<file path="config.mk">
export PLATFORM = sky130hd
export DESIGN_NAME = mole_scheduler_flat
export DESIGN_NICKNAME = d
export VERILOG_FILES = /design/src/rtl/game_pkg.sv /design/src/rtl/mole_scheduler_if.sv /design/src/rtl/lfsr8.sv /design/src/rtl/mole_scheduler.sv /design/src/flat_wrapper.sv
export SDC_FILE = /design/constraint.sdc
export NUM_CORES = 1
export LEC_CHECK = 0
export BUFFER_PORTS_ARGS = -buffer_cell sky130_fd_sc_hd__buf_2
export CORE_UTILIZATION = 35
export CTS_CLUSTER_SIZE = 12
export DETAILED_ROUTE_END_ITERATION = 16
export GPL_TIMING_DRIVEN = 0
export SLEW_MARGIN = 10
export SYNTH_ARGS = -nofsm -noshare
export SYNTH_HDL_FRONTEND = slang
export SYNTH_HIERARCHICAL = 1
export SYNTH_SLANG_ARGS = --single-unit
</file>
<file path="constraint.sdc">
create_clock -name clk1k -period 3.51 [get_ports clk1k]
set_clock_uncertainty 0.1 [all_clocks]
set_input_delay 0.1755 -clock clk1k [delete_from_list [all_inputs] [get_ports clk1k]]
set_output_delay 0.1755 -clock clk1k [all_outputs]
set_load 0.01 [all_outputs]
</file>
<file path="src/rtl/game_pkg.sv">
// Types and constants shared by the mole scheduler, the top-level game controller
// and the matrix display controller.
package game_pkg;

    typedef enum logic [2:0] {
        IDLE,
        SPAWN,
        LIVE,
        BOOM,
        GAP
    } mole_state_e;

    // Colour doubles as point value; a live mole is never COLOR_NONE.
    localparam logic [1:0] COLOR_NONE   = 2'b00;
    localparam logic [1:0] COLOR_GREEN  = 2'b01;
    localparam logic [1:0] COLOR_RED    = 2'b10;
    localparam logic [1:0] COLOR_YELLOW = 2'b11;

    localparam int                LFSR_W    = 8;
    localparam logic [LFSR_W-1:0] LFSR_TAPS = 8'h81;

    localparam int                 LEVEL_W   = 3;
    localparam logic [LEVEL_W-1:0] LEVEL_MAX = 3'd7;

    localparam int TIMER_W = 12;

    function automatic logic [LFSR_W-1:0] lfsr_next(input logic [LFSR_W-1:0] r);
        return {r[LFSR_W-2:0], ^(r & LFSR_TAPS)};
    endfunction

    // Lifetime shrinks by step per level down to floor_ms; compared before subtracting
    // so a large level never wraps the unsigned result.
    function automatic int unsigned life_ms(input logic [LEVEL_W-1:0] lvl,
                                            input int unsigned base_ms,
                                            input int unsigned step_ms,
                                            input int unsigned floor_ms);
        int unsigned cut;
        cut = 32'(lvl) * step_ms;
        if (cut >= base_ms - floor_ms) return floor_ms;
        return base_ms - cut;
    endfunction

endpackage

</file>
<file path="src/rtl/mole_scheduler_if.sv">
// Event bus between the mole scheduler (master) and the game/display controllers (slave),
// including the explosion request/done handshake.
interface mole_scheduler_if;
    import game_pkg::*;

    logic               spawn;
    logic [3:0]         pos;
    logic [1:0]         color;
    logic               boom_req;
    logic               boom_done;
    logic               hit_strobe;
    logic [1:0]         hit_pts;
    logic               miss_strobe;
    logic [LEVEL_W-1:0] level;

    modport master (
        output spawn, pos, color, boom_req, hit_strobe, hit_pts, miss_strobe, level,
        input  boom_done
    );

    modport slave (
        input  spawn, pos, color, boom_req, hit_strobe, hit_pts, miss_strobe, level,
        output boom_done
    );
endinterface

</file>
<file path="src/rtl/lfsr8.sv">
// 8-bit Fibonacci LFSR (feedback r[7]^r[0]) with a synchronous active-low seed load;
// advances every cycle outside reset.
module lfsr8
    import game_pkg::*;
#(
    parameter logic [LFSR_W-1:0] SEED = 8'h01
) (
    input  logic              clk,
    input  logic              rst_n,
    output logic [LFSR_W-1:0] q
);

    logic [LFSR_W-1:0] r_q;
    logic [LFSR_W-1:0] r_d;

    always_comb r_d = lfsr_next(r_q);

    // NOTE: state updates use <= so every flop samples pre-edge values; = here would race.
    always_ff @(posedge clk) begin
        if (!rst_n) r_q <= SEED;
        else        r_q <= r_d;
    end

    assign q = r_q;

endmodule

</file>
<file path="src/rtl/mole_scheduler.sv">
// Whack-a-mole round sequencer: spawns moles, times lifetime and gap, judges hits, hands off
// the explosion and raises the level. Define MOLE_SCHED_MISS_PENALTY_EN to make a wrong key end the mole.
module mole_scheduler
    import game_pkg::*;
#(
    parameter logic [LFSR_W-1:0] LFSR_SEED      = 8'h01,
    parameter int unsigned       BASE_LIFE_MS   = 1000,
    parameter int unsigned       LIFE_STEP_MS   = 100,
    parameter int unsigned       MIN_LIFE_MS    = 300,
    parameter int unsigned       GAP_MS         = 200,
    parameter int unsigned       HITS_PER_LEVEL = 5,
    parameter int unsigned       BOOM_TIMEOUT   = 255
) (
    input  logic             clk1k,
    input  logic             rst_n,
    input  logic             run,
    input  logic [15:0]      key,
    mole_scheduler_if.master bus
);

    localparam int HIT_CNT_W = $clog2(HITS_PER_LEVEL + 1);

    mole_state_e          state_q, state_d;
    logic [TIMER_W-1:0]   timer_q, timer_d;
    logic                 armed_q, armed_d;
    logic [LEVEL_W-1:0]   level_q, level_d;
    logic [HIT_CNT_W-1:0] hit_cnt_q, hit_cnt_d;
    logic                 spawn_q, spawn_d;
    logic [3:0]           pos_q, pos_d;
    logic [1:0]           color_q, color_d;
    logic                 boom_req_q, boom_req_d;
    logic                 hit_strobe_q, hit_strobe_d;
    logic [1:0]           hit_pts_q, hit_pts_d;
    logic                 miss_strobe_q, miss_strobe_d;

    logic [LFSR_W-1:0]  lfsr;
    logic [15:0]        onehot;
    logic               key_hit;
    logic               wrong_key;
    logic [TIMER_W-1:0] life_m1;
    logic               unused_lfsr_bits;

    lfsr8 #(.SEED(LFSR_SEED)) u_lfsr (
        .clk   (clk1k),
        .rst_n (rst_n),
        .q     (lfsr)
    );

    assign unused_lfsr_bits = ^lfsr[3:2];
    assign onehot  = 16'd1 << pos_q;
    assign key_hit = armed_q && (key == onehot);
    assign life_m1 = TIMER_W'(life_ms(level_q, BASE_LIFE_MS, LIFE_STEP_MS, MIN_LIFE_MS) - 32'd1);

`ifdef MOLE_SCHED_MISS_PENALTY_EN
    assign wrong_key = armed_q && (key != '0) && (key != onehot);
`else
    assign wrong_key = 1'b0;
`endif

    always_comb begin
        // NOTE: every signal gets a default first so no path can leave one unassigned (no latches).
        state_d       = state_q;
        timer_d       = timer_q;
        armed_d       = armed_q;
        level_d       = level_q;
        hit_cnt_d     = hit_cnt_q;
        spawn_d       = 1'b0;
        pos_d         = pos_q;
        color_d       = color_q;
        boom_req_d    = boom_req_q;
        hit_strobe_d  = 1'b0;
        hit_pts_d     = hit_pts_q;
        miss_strobe_d = 1'b0;

        if (key == '0) armed_d = 1'b1;

        if (!run) begin
            // Leaving the round swallows any hit or expiry judged in this same cycle.
            state_d    = IDLE;
            boom_req_d = 1'b0;
            level_d    = '0;
            hit_cnt_d  = '0;
        end else begin
            unique case (state_q)
                IDLE: begin
                    level_d   = '0;
                    hit_cnt_d = '0;
                    state_d   = SPAWN;
                end
                SPAWN: begin
                    spawn_d = 1'b1;
                    pos_d   = lfsr[7:4];
                    color_d = {lfsr[1], ~lfsr[1] | lfsr[0]};
                    timer_d = life_m1;
                    state_d = LIVE;
                end
                LIVE: begin
                    if (key_hit) begin
                        state_d      = BOOM;
                        hit_strobe_d = 1'b1;
                        hit_pts_d    = color_q;
                        boom_req_d   = 1'b1;
                        armed_d      = 1'b0;
                        timer_d      = TIMER_W'(BOOM_TIMEOUT - 32'd1);
                        if (32'(hit_cnt_q) + 32'd1 >= HITS_PER_LEVEL) begin
                            hit_cnt_d = '0;
                            if (level_q != LEVEL_MAX) level_d = level_q + LEVEL_W'(1);
                        end else begin
                            hit_cnt_d = hit_cnt_q + HIT_CNT_W'(1);
                        end
                    end else if (wrong_key || timer_q == '0) begin
                        state_d       = GAP;
                        miss_strobe_d = 1'b1;
                        armed_d       = armed_q && !wrong_key;
                        timer_d       = TIMER_W'(GAP_MS);
                    end else begin
                        timer_d = timer_q - TIMER_W'(1);
                    end
                end
                BOOM: begin
                    // Watchdog: a display controller that never answers must not stall the round.
                    if (bus.boom_done || timer_q == '0) begin
                        state_d    = GAP;
                        boom_req_d = 1'b0;
                        timer_d    = TIMER_W'(GAP_MS);
                    end else begin
                        timer_d = timer_q - TIMER_W'(1);
                    end
                end
                GAP: begin
                    if (timer_q == '0) state_d = SPAWN;
                    else               timer_d = timer_q - TIMER_W'(1);
                end
                default: state_d = IDLE;
            endcase
        end
    end

    always_ff @(posedge clk1k) begin
        if (!rst_n) begin
            state_q       <= IDLE;
            timer_q       <= '0;
            armed_q       <= 1'b1;
            level_q       <= '0;
            hit_cnt_q     <= '0;
            spawn_q       <= 1'b0;
            pos_q         <= '0;
            color_q       <= COLOR_NONE;
            boom_req_q    <= 1'b0;
            hit_strobe_q  <= 1'b0;
            hit_pts_q     <= '0;
            miss_strobe_q <= 1'b0;
        end else begin
            state_q       <= state_d;
            timer_q       <= timer_d;
            armed_q       <= armed_d;
            level_q       <= level_d;
            hit_cnt_q     <= hit_cnt_d;
            spawn_q       <= spawn_d;
            pos_q         <= pos_d;
            color_q       <= color_d;
            boom_req_q    <= boom_req_d;
            hit_strobe_q  <= hit_strobe_d;
            hit_pts_q     <= hit_pts_d;
            miss_strobe_q <= miss_strobe_d;
        end
    end

    assign bus.spawn       = spawn_q;
    assign bus.pos         = pos_q;
    assign bus.color       = color_q;
    assign bus.boom_req    = boom_req_q;
    assign bus.hit_strobe  = hit_strobe_q;
    assign bus.hit_pts     = hit_pts_q;
    assign bus.miss_strobe = miss_strobe_q;
    assign bus.level       = level_q;

endmodule

</file>
<file path="src/flat_wrapper.sv">
// flat-port wrapper written by rule: the top's interface ports become plain ports
module mole_scheduler_flat import game_pkg::*;
#(
    parameter logic [LFSR_W-1:0] LFSR_SEED      = 8'h01,
    parameter int unsigned       BASE_LIFE_MS   = 1000,
    parameter int unsigned       LIFE_STEP_MS   = 100,
    parameter int unsigned       MIN_LIFE_MS    = 300,
    parameter int unsigned       GAP_MS         = 200,
    parameter int unsigned       HITS_PER_LEVEL = 5,
    parameter int unsigned       BOOM_TIMEOUT   = 255
)
  (clk1k, rst_n, run, key, bus_spawn, bus_pos, bus_color, bus_boom_req, bus_hit_strobe, bus_hit_pts, bus_miss_strobe, bus_level, bus_boom_done);
  mole_scheduler_if bus_i ();
  input  logic clk1k;
  input  logic rst_n;
  input  logic run;
  input  logic [15:0] key;
  output wire logic [$bits(bus_i.spawn)-1:0] bus_spawn;
  output wire logic [$bits(bus_i.pos)-1:0] bus_pos;
  output wire logic [$bits(bus_i.color)-1:0] bus_color;
  output wire logic [$bits(bus_i.boom_req)-1:0] bus_boom_req;
  output wire logic [$bits(bus_i.hit_strobe)-1:0] bus_hit_strobe;
  output wire logic [$bits(bus_i.hit_pts)-1:0] bus_hit_pts;
  output wire logic [$bits(bus_i.miss_strobe)-1:0] bus_miss_strobe;
  output wire logic [$bits(bus_i.level)-1:0] bus_level;
  input wire logic [$bits(bus_i.boom_done)-1:0] bus_boom_done;
  assign bus_spawn = bus_i.spawn;
  assign bus_pos = bus_i.pos;
  assign bus_color = bus_i.color;
  assign bus_boom_req = bus_i.boom_req;
  assign bus_hit_strobe = bus_i.hit_strobe;
  assign bus_hit_pts = bus_i.hit_pts;
  assign bus_miss_strobe = bus_i.miss_strobe;
  assign bus_level = bus_i.level;
  assign bus_i.boom_done = bus_boom_done;
  mole_scheduler #(.LFSR_SEED(LFSR_SEED), .BASE_LIFE_MS(BASE_LIFE_MS), .LIFE_STEP_MS(LIFE_STEP_MS), .MIN_LIFE_MS(MIN_LIFE_MS), .GAP_MS(GAP_MS), .HITS_PER_LEVEL(HITS_PER_LEVEL), .BOOM_TIMEOUT(BOOM_TIMEOUT)) u_core (.clk1k(clk1k), .rst_n(rst_n), .run(run), .key(key), .bus(bus_i));
endmodule
</file>
# Word-level counts from Yosys, hierarchy flattened

Cells that the tools add are included.
W data, S select, Z words.

Register bits: 42
Bits in latches: 0
Memory bits (writable): 0
Memory bits (read-only): 0
Bits of input ports: 20
Output and inout port bits: 15
Word-level logic and storage cells: 92
Memories: 0

Add/subtract/negate cells: 6
$mul: 1
Div/mod/pow operators: 0
Magnitude comparators: 2
Eq/ne operators: 14
Shifts and indexed selects: 1
Muxes and demuxes: 31
Bitwise gates (word level): 5
Reductions and logical operators: 19

Operators by type and width:

| kind                     | number |
|---|---|
| $mux W12                 | 5 |
| $pmux W12 S4             | 1 |
| $ge A32 B3 Y1 const B    | 1 |
| $mux W3                  | 9 |
| $sub A12 B1 Y12 const B  | 2 |
| $eq A16 B16 Y1           | 1 |
| $logic_not A16 Y1        | 1 |
| $shl A1 B4 Y16 const A   | 1 |
| $pmux W3 S5              | 1 |
| $reduce_and A3 Y1        | 5 |
| $logic_not A12 Y1        | 1 |
| $pmux W3 S2              | 2 |
| $mux W1                  | 11 |
| $sub A10 B10 Y11 const A | 1 |
| $ge A10 B10 Y1 const B   | 1 |
| $ne A2 B1 Y1 const B     | 5 |
| $mux W9                  | 1 |
| $mul A3 B5 Y8 const B    | 1 |
| $reduce_xor A8 Y1        | 1 |
| $add A3 B1 Y3 const B    | 2 |
| $eq A3 B2 Y1 const B     | 2 |
| $reduce_and A2 Y1        | 3 |
| $add A3 B1 Y4 const B    | 1 |
| $ne A4 B3 Y1 const B     | 1 |
| 15 further kinds         | 19 |

# Depth between registers and ports, before layout

Gate-level depths: netlist (run 1).

Depth in word-level cells: 6
Gate-level depth with buffers: 11
Gate-level depth less buffers: 11

# By module

Netlist (run 1), hierarchy kept.

Modules (own cells, without submodules):

| module         | times used | cells each | area each (µm²) | seq. area each (µm²) |
|---|---|---|---|---|
| mole_scheduler | 1          | 427        | 3164.3          | 680.7 |
| lfsr8          | 1          | 24         | 269.0           | 160.2 |

# Least setup slack after synthesis (run 1)

OpenSTA, ideal clock, no wires.

Path kind: register -> register
From: register u_core.level_q[1], in the netlist u_core/bus.level[1]
To: register u_core.timer_q[6]
Setup time: 0.130 ns
Arrival: 2.470 ns
Required time: 3.280 ns
Setup slack: 0.810 ns
Cell stages (with the launch flop): 11
Path buffers: 0
Period minus slack after synthesis: 2.700 ns
Cell sequence: dfxtp_1 > inv_1 > ha_1 > ha_1 > ha_1 > inv_1 > a31oi_1 > o21ai_0 > and3_1 > a311oi_1 > o21ai_0

Word-level cells in the longest chain between the ends: 6
Elaborated cells on any way between the ends: 8
Those cells by class: add/sub: 2; mul: 1; order compare: 1; mux: 4

Ends and longest elaborated chain:

| element                            | line                  | RTL |
|---|---|---|
| start, declared                    | mole_scheduler.sv:26  | `logic [LEVEL_W-1:0] level_q, level_d;` |
| start signal, assigned             | mole_scheduler.sv:157 | `level_q <= level_d;` |
| $mul A3 B5 Y8 (*)                  | game_pkg.sv:38        | `cut = 32'(lvl) * step_ms;` |
| $ge A10 B10 Y1                     | game_pkg.sv:39        | `if (cut >= base_ms - floor_ms) return floor_ms;` |
| $mux W1 or $mux W9 (tied branches) | game_pkg.sv:39        |  |
| $mux W12 (*)                       | game_pkg.sv:40        | `return base_ms - cut;` |
| $sub A12 B1 Y12 (*)                | mole_scheduler.sv:52  | `assign life_m1 = TIMER_W'(life_ms(level_q, BASE_LIFE_MS, LIFE_STEP_MS, MIN_LIFE_MS) - 32'd1);` |
| $pmux W12 S4 (*)                   | mole_scheduler.sv:84  | `unique case (state_q)` |
| end signal, assigned               | mole_scheduler.sv:155 | `timer_q <= timer_d;` |
| end, declared                      | mole_scheduler.sv:24  | `logic [TIMER_W-1:0] timer_q, timer_d;` |

Mark *: on every way between the ends. The rest lies on a longest branch, timed or not.
A chain may end at the register's enable or synchronous reset.

# Final worst setup path (run 1)

Same ends and word-level chain as after synthesis.

==> results.ini, run 1 <==
[critical_path]
crit_start=u_core/bus.level[1]
path_class=reg -> reg
path_depth=10
slowest_delay_ns=0.50
worstPathArrival_ns=3.21
rr_startpoint=u_core/bus.level[1]
cp_slowest_cell=dfxtp_1
crit_buf_inv=2
crit_fanout=8
start_kind=flip-flop
crit_family=compound AO/OA/AOI/OAI gates
r2r_setup_slack_ns=0.38
cpMostUsedCell=ha_1
critical_path_required_ns=3.59
reg2reg_to=u_core/timer_q[6]
cp_cell_sequence=inv_1 -> ha_1 -> ha_1 -> ha_1 -> inv_1 -> a31oi_1 -> o21ai_0 -> and3_1 -> a311oi_1 -> o21ai_0
reg2reg_depth=10
end_kind=flip-flop

[global_routing]
grt_pass1_wl_um=16200
track_usage=0.200
busiest_layer=met2
grtUsageMet3=0.0326
grt_max_degree=14
antenna_found_initial=0
grt.overflow.total=0
grtUsageMet1=0.274
grt_util_met2=0.323
first_global_vias=3275

[final_layout]
drive_gt1_frac=0.146
design_area_mm2=0.00385
fin_nets=522
final_cell_mix=dfxtp_1, buf_2, nor2_1, o21ai_0, nand2_1
n_antenna_cell=0
final_common_cell=dfxtp_1
area_growth_syn_to_layout_pct=12.6

[cts]
h-tree-depth=2
clock-sinks=42
clk_latency_ns=0.30
post_cts_resized=0
clk_pin_slew_ns=0.08
clk_path_buf_depth=2
root_buffer=clkbuf_8
postCtsHoldBufs=0
cts_setup_buffers=0
cts_tree=built
numCtsBuffers=5

[power_and_ir_drop]
power_leakage_nw=1.46
power_w=0.00118
switching_share=0.302
vdd_drop_max_uv=220
power.switching_w=0.000356
power.share.clock=0.339
p_seq_frac=0.438
power.density_mw_per_mm2=307
p_comb_frac=0.222
intPower_w=0.000825

[placement]
gp_congestion=0.929
placed_area_mm2=0.00373
dp_hpwl_um=7290
port_buffers=31

[die]
fp.dieH_um=101
die_w_um=101
io_pins=35
rows=35
start_util=0.365
dieArea_mm2=0.0102
fp.coreArea_mm2=0.00937

[timing]
final_hold_viol_count=0
tns_ns=0
hold_slack_ns=0.0778
final_max_slew_viol_count=0
tightest_slew_ns=0.987
clock.fmax_ghz=0.319
fin_crit_sh=0.893
fin_crit_ns=3.13
rsz0062_at_grt=false
slew-limit-headroom=0.338
setup_viol_count_final=0

[hold_path]
hold_path.startpoint=rst_n
hold_class=in -> reg
hold_depth=2
hold_path_end=u_core/u_lfsr/q[0]

[drt]
drtIter0Drc=278
ant_nets=0
drt_first_pass_iters=5
wl_per_cell_um=16.1
viasPerCell=5.94
routed_wl_um=9900
drc=0
via_count=3659

[yosys]
synth_area_mm2=0.00342
synth_warnings=6
syn_area_per_cell_um2=7.61
synth_cells=449
synth_fp_nets=484

[run]
max-cap-violations=0

[run_status]
status=finished clean

[power by group through the flow]
stage	logic (W)	clock network (W)	registers (W)
after floorplan	0.000184	0	0.000522
after global placement	0.000250	0	0.000526
after detailed placement	0.000253	0	0.000527
after CTS	0.000255	0.000411	0.000516
after global routing	0.000286	0.000433	0.000522
final	0.000262	0.000401	0.000518
[flip-flops by register name, indices dropped and copies added (netlist names)]
name / flops
u_core/hit_cnt_q: 3
u_core/bus.miss_strobe: 1
u_core/armed_q: 1
u_core/bus.hit_pts: 2
u_core/state_q: 3
u_core/bus.level: 3
u_core/bus.hit_strobe: 1
u_core/bus.boom_req: 1
u_core/bus.color: 2
u_core/bus.spawn: 1
u_core/u_lfsr/q: 8
u_core/timer_q: 12
u_core/bus.pos: 4
[worst max-delay path by stage]
| stage | slack [ns] | end |
|---|---|---|
| 4_1_cts | 0.38 | u_core/timer_q[6] |
| 6_report | 0.38 | u_core/timer_q[6] |
| 3_3_place_gp | 0.46 | u_core/bus.level[0] |
| 2_1_floorplan | 0.81 | u_core/timer_q[6] |
| 3_5_place_dp | 0.41 | u_core/timer_q[6] |
| 5_1_grt | 0.14 | u_core/timer_q[6] |
[metal layers]
layer  up-vias  share of wire
li1       1755              -
met1      1723           0.46
met2       163           0.45
met3        18          0.068
met4         0          0.021
met5         -              0
[layout make-up]
type                       count  area, um2
tap                          129        161
fill                        1027       5520
timing repair buffer          31        155
clock inverter                 1       30.0
clock buffer                   6       82.6
multi-input combinational    354       2350
buffer                        31        145
inverter                      22       82.6
sequential                    42        841
[through the flow]
step           std cells  worst slack [ns]  utilization
6_report             616             0.375        0.411
5_1_grt              616             0.139        0.411
4_1_cts              616             0.384        0.411
3_5_place_dp         609             0.410        0.399
3_3_place_gp         609             0.459        0.399
2_1_floorplan        449             0.810            -
Power figures use the tool's default switching activity.
==> run 2: changes to the inputs <==
SYNTH_HIERARCHICAL = not set   (was 1)
==> results.ini, run 2 <==
[cts]
clk_path_buf_depth=2  ; unchanged
clk_latency_ns=0.31  ; about the same
clk_pin_slew_ns=0.10  ; +0.02 ns
root_buffer=clkbuf_8
cts_tree=built
clock-sinks=42  ; unchanged
numCtsBuffers=5  ; unchanged
postCtsHoldBufs=0  ; unchanged
h-tree-depth=2  ; unchanged

[final_layout]
drive_gt1_frac=0.151  ; +0.00537
final.fill_count=873  ; -15%
area_growth_syn_to_layout_pct=13.8
fin_nets=466  ; -11%
fin_util=0.414  ; +0.00329
largest_register_ff_count=12  ; unchanged
final_cell_count_no_fill=535  ; -13%
regMostFlops=u_core.timer_q
n_antenna_cell=0  ; unchanged
final_cell_mix=buf_2, dfxtp_1, nand2_1, nor2_1, a21oi_1
final_common_cell=buf_2

[timing]
tns_ns=0  ; unchanged
fin_crit_sh=0.925  ; +0.0322
rsz0062_at_grt=false
final_hold_viol_count=0  ; unchanged
setup_viol_count_final=0  ; unchanged
clock.fmax_ghz=0.308  ; -3.5%
slew-limit-headroom=0.495  ; +0.156
fin_crit_ns=3.25  ; +0.113 ns
final_max_slew_viol_count=0  ; unchanged
fin_ws_ns=0.262  ; -0.113 ns
tightest_slew_ns=0.758  ; -0.229 ns

[yosys]
synth_area_mm2=0.00302  ; -12%
yosys-top-cells-count=dfxtp_1, nand2_1, nor2_1
synth_area_leaders=dfxtp_1, ha_1, nand2_1
synth_cells=388  ; -14%
synth.most_common_cell=dfxtp_1
synth_warnings=0  ; -6
synth_edf_count=0
synth_fp_nets=425  ; -12%
synth-seq-area-share=0.278
async_flop_share=0
syn_area_per_cell_um2=7.78  ; +2.2%
netlist-cell-type-count=70
ys.flop_type=dfxtp_1
synth_top_area_share=0.278
yosysTopAreaCell=dfxtp_1
ys_seq_elements=42

[die]
dieArea_mm2=0.00900  ; -11%
start_util=0.364  ; -0.000966
fp.coreArea_mm2=0.00830  ; -11%
die_w_um=94.9  ; -5.9%
rows=33  ; -5.7%
fp.dieH_um=94.9  ; -5.9%
io_pins=35  ; unchanged

[power_and_ir_drop]
vdd_drop_max_uv=142  ; -36%
power_leakage_nw=1.33  ; -8.9%
power.density_mw_per_mm2=302  ; -1.6%

[global_routing]
grt.overflow.total=0  ; unchanged
grt_max_degree=17  ; +3
grt_pass1_wl_um=13300  ; -18%
track_usage=0.186  ; -0.0146
antenna_found_initial=0  ; unchanged
first_global_vias=2737  ; -16%

[critical_path]
start_kind=flip-flop
cp_cell_sequence=inv_1 -> ha_1 -> ha_1 -> ha_1 -> inv_1 -> a31oi_2 -> nor2_1 -> ha_1 -> nand3_1 -> nor4_2 -> a21oi_1 -> a2111oi_1 -> a21oi_1
crit_fanout=8  ; unchanged
worstPathArrival_ns=3.33  ; +0.12 ns
cp_slowest_cell=dfxtp_2
slowest_delay_ns=0.43  ; -0.07 ns
cpMostUsedCell=ha_1
critical_path_required_ns=3.59  ; about the same
path_class=reg -> reg
crit_family=adder cells
crit_buf_inv=2  ; unchanged
end_kind=flip-flop
r2r_setup_slack_ns=0.26  ; -0.11 ns

[run]
max-cap-violations=0  ; unchanged

[drt]
drt_first_pass_iters=5  ; unchanged
ant_nets=0  ; unchanged
viasPerCell=5.71  ; -3.8%
drtIter0Drc=200  ; -28%
wl_per_cell_um=15.5  ; -3.5%
drc=0  ; unchanged
via_count=3057  ; -16%
routed_wl_um=8290  ; -16%

[run_status]
status=finished clean

[placement]
dp_hpwl_um=6060  ; -17%
pre_cts_slack_ns=0.0454  ; -0.364 ns
dp.cells=527  ; -13%
gp_congestion=0.929  ; about the same
port_buffers=34  ; +9.7%

[hold_path]
hold_class=in -> reg

==> run 2: final cells by class <==
type / count / area (um2) / area share
buffer: 21 / 91.3 / 0.0266
clock inverter: 3 / 28.8 / 0.00838
tap: 105 / 131 / 0.0383
sequential: 42 / 843 / 0.246
multi-input combinational: 309 / 2040 / 0.594
timing repair buffer: 34 / 170 / 0.0495
inverter: 16 / 60.1 / 0.0175
clock buffer: 5 / 68.8 / 0.0200
==> run 2: routing by layer <==
layer	wire length, um	global-route usage
met1	3920	0.264
met2	3880	0.289
met3	388	0.0266
met4	104	0.0556
met5	0	0
==> run 2: report_power, final <==
| part | switching [W] | internal, W | total [W] |
|---|---|---|---|
| Clock | 0.000204 | 0.000149 | 0.000353 |
| Combinational | 0.000111 | 0.0000712 | 0.000182 |
| Sequential | 0.0000125 | 0.000490 | 0.000502 |
| Total | 0.000327 | 0.000710 | 0.00104 |
==> run 2: logic make-up (layout without fill, tap and decap cells) <==
family / count (synthesis) / in the layout / synth area share
DFF: 42 / 42 / 0.278
and+or+nand+nor: 165 / 165 / 0.301
buffers and inverters: 37 / 79 / 0.0501
muxes: 3 / 3 / 0.0108
xor gates and xnor gates: 13 / 13 / 0.0377
AOI/OAI and AO/OA: 111 / 111 / 0.252
adders and majority gates: 17 / 17 / 0.0705
==> run 2: path summary, 6_finish.rpt <==
kind	startpoint	to	cells after the start
worst min-delay path	rst_n	u_core.timer_q[11]	3
worst max register to register	u_core.bus.level[1]	u_core.timer_q[8]	13
worst max-delay path	u_core.bus.level[1]	u_core.timer_q[8]	13
worst min register to register	u_core.bus.boom_req	u_core.bus.boom_req	2
==> run 2: timing repair <==
| action | in CTS | in global routing |
|---|---|---|
| resized for setup | 0 | 5 |
| endpoints found under the setup margin | 0 | 1 |
| buffers inserted | 0 | 0 |
==> run 2: through the flow <==
stage          total power, W  area (um2)  hold slack [ns]
2_1_floorplan        0.000639        3020            0.239
3_3_place_gp         0.000691        3320            0.314
3_5_place_dp         0.000693        3320            0.320
4_1_cts               0.00104        3420            0.119
5_1_grt               0.00109        3430            0.143
6_report              0.00104        3430            0.128
==> run 2: worst register-to-register path, cell delays in order (launching register included) <==
cell and delay (ns):
dfxtp_2 0.43, inv_1 0.12, ha_1 0.32, ha_1 0.20
ha_1 0.33, inv_1 0.12, a31oi_2 0.15, nor2_1 0.13
ha_1 0.19, nand3_1 0.15, nor4_2 0.26, a21oi_1 0.10
a2111oi_1 0.41, a21oi_1 0.12
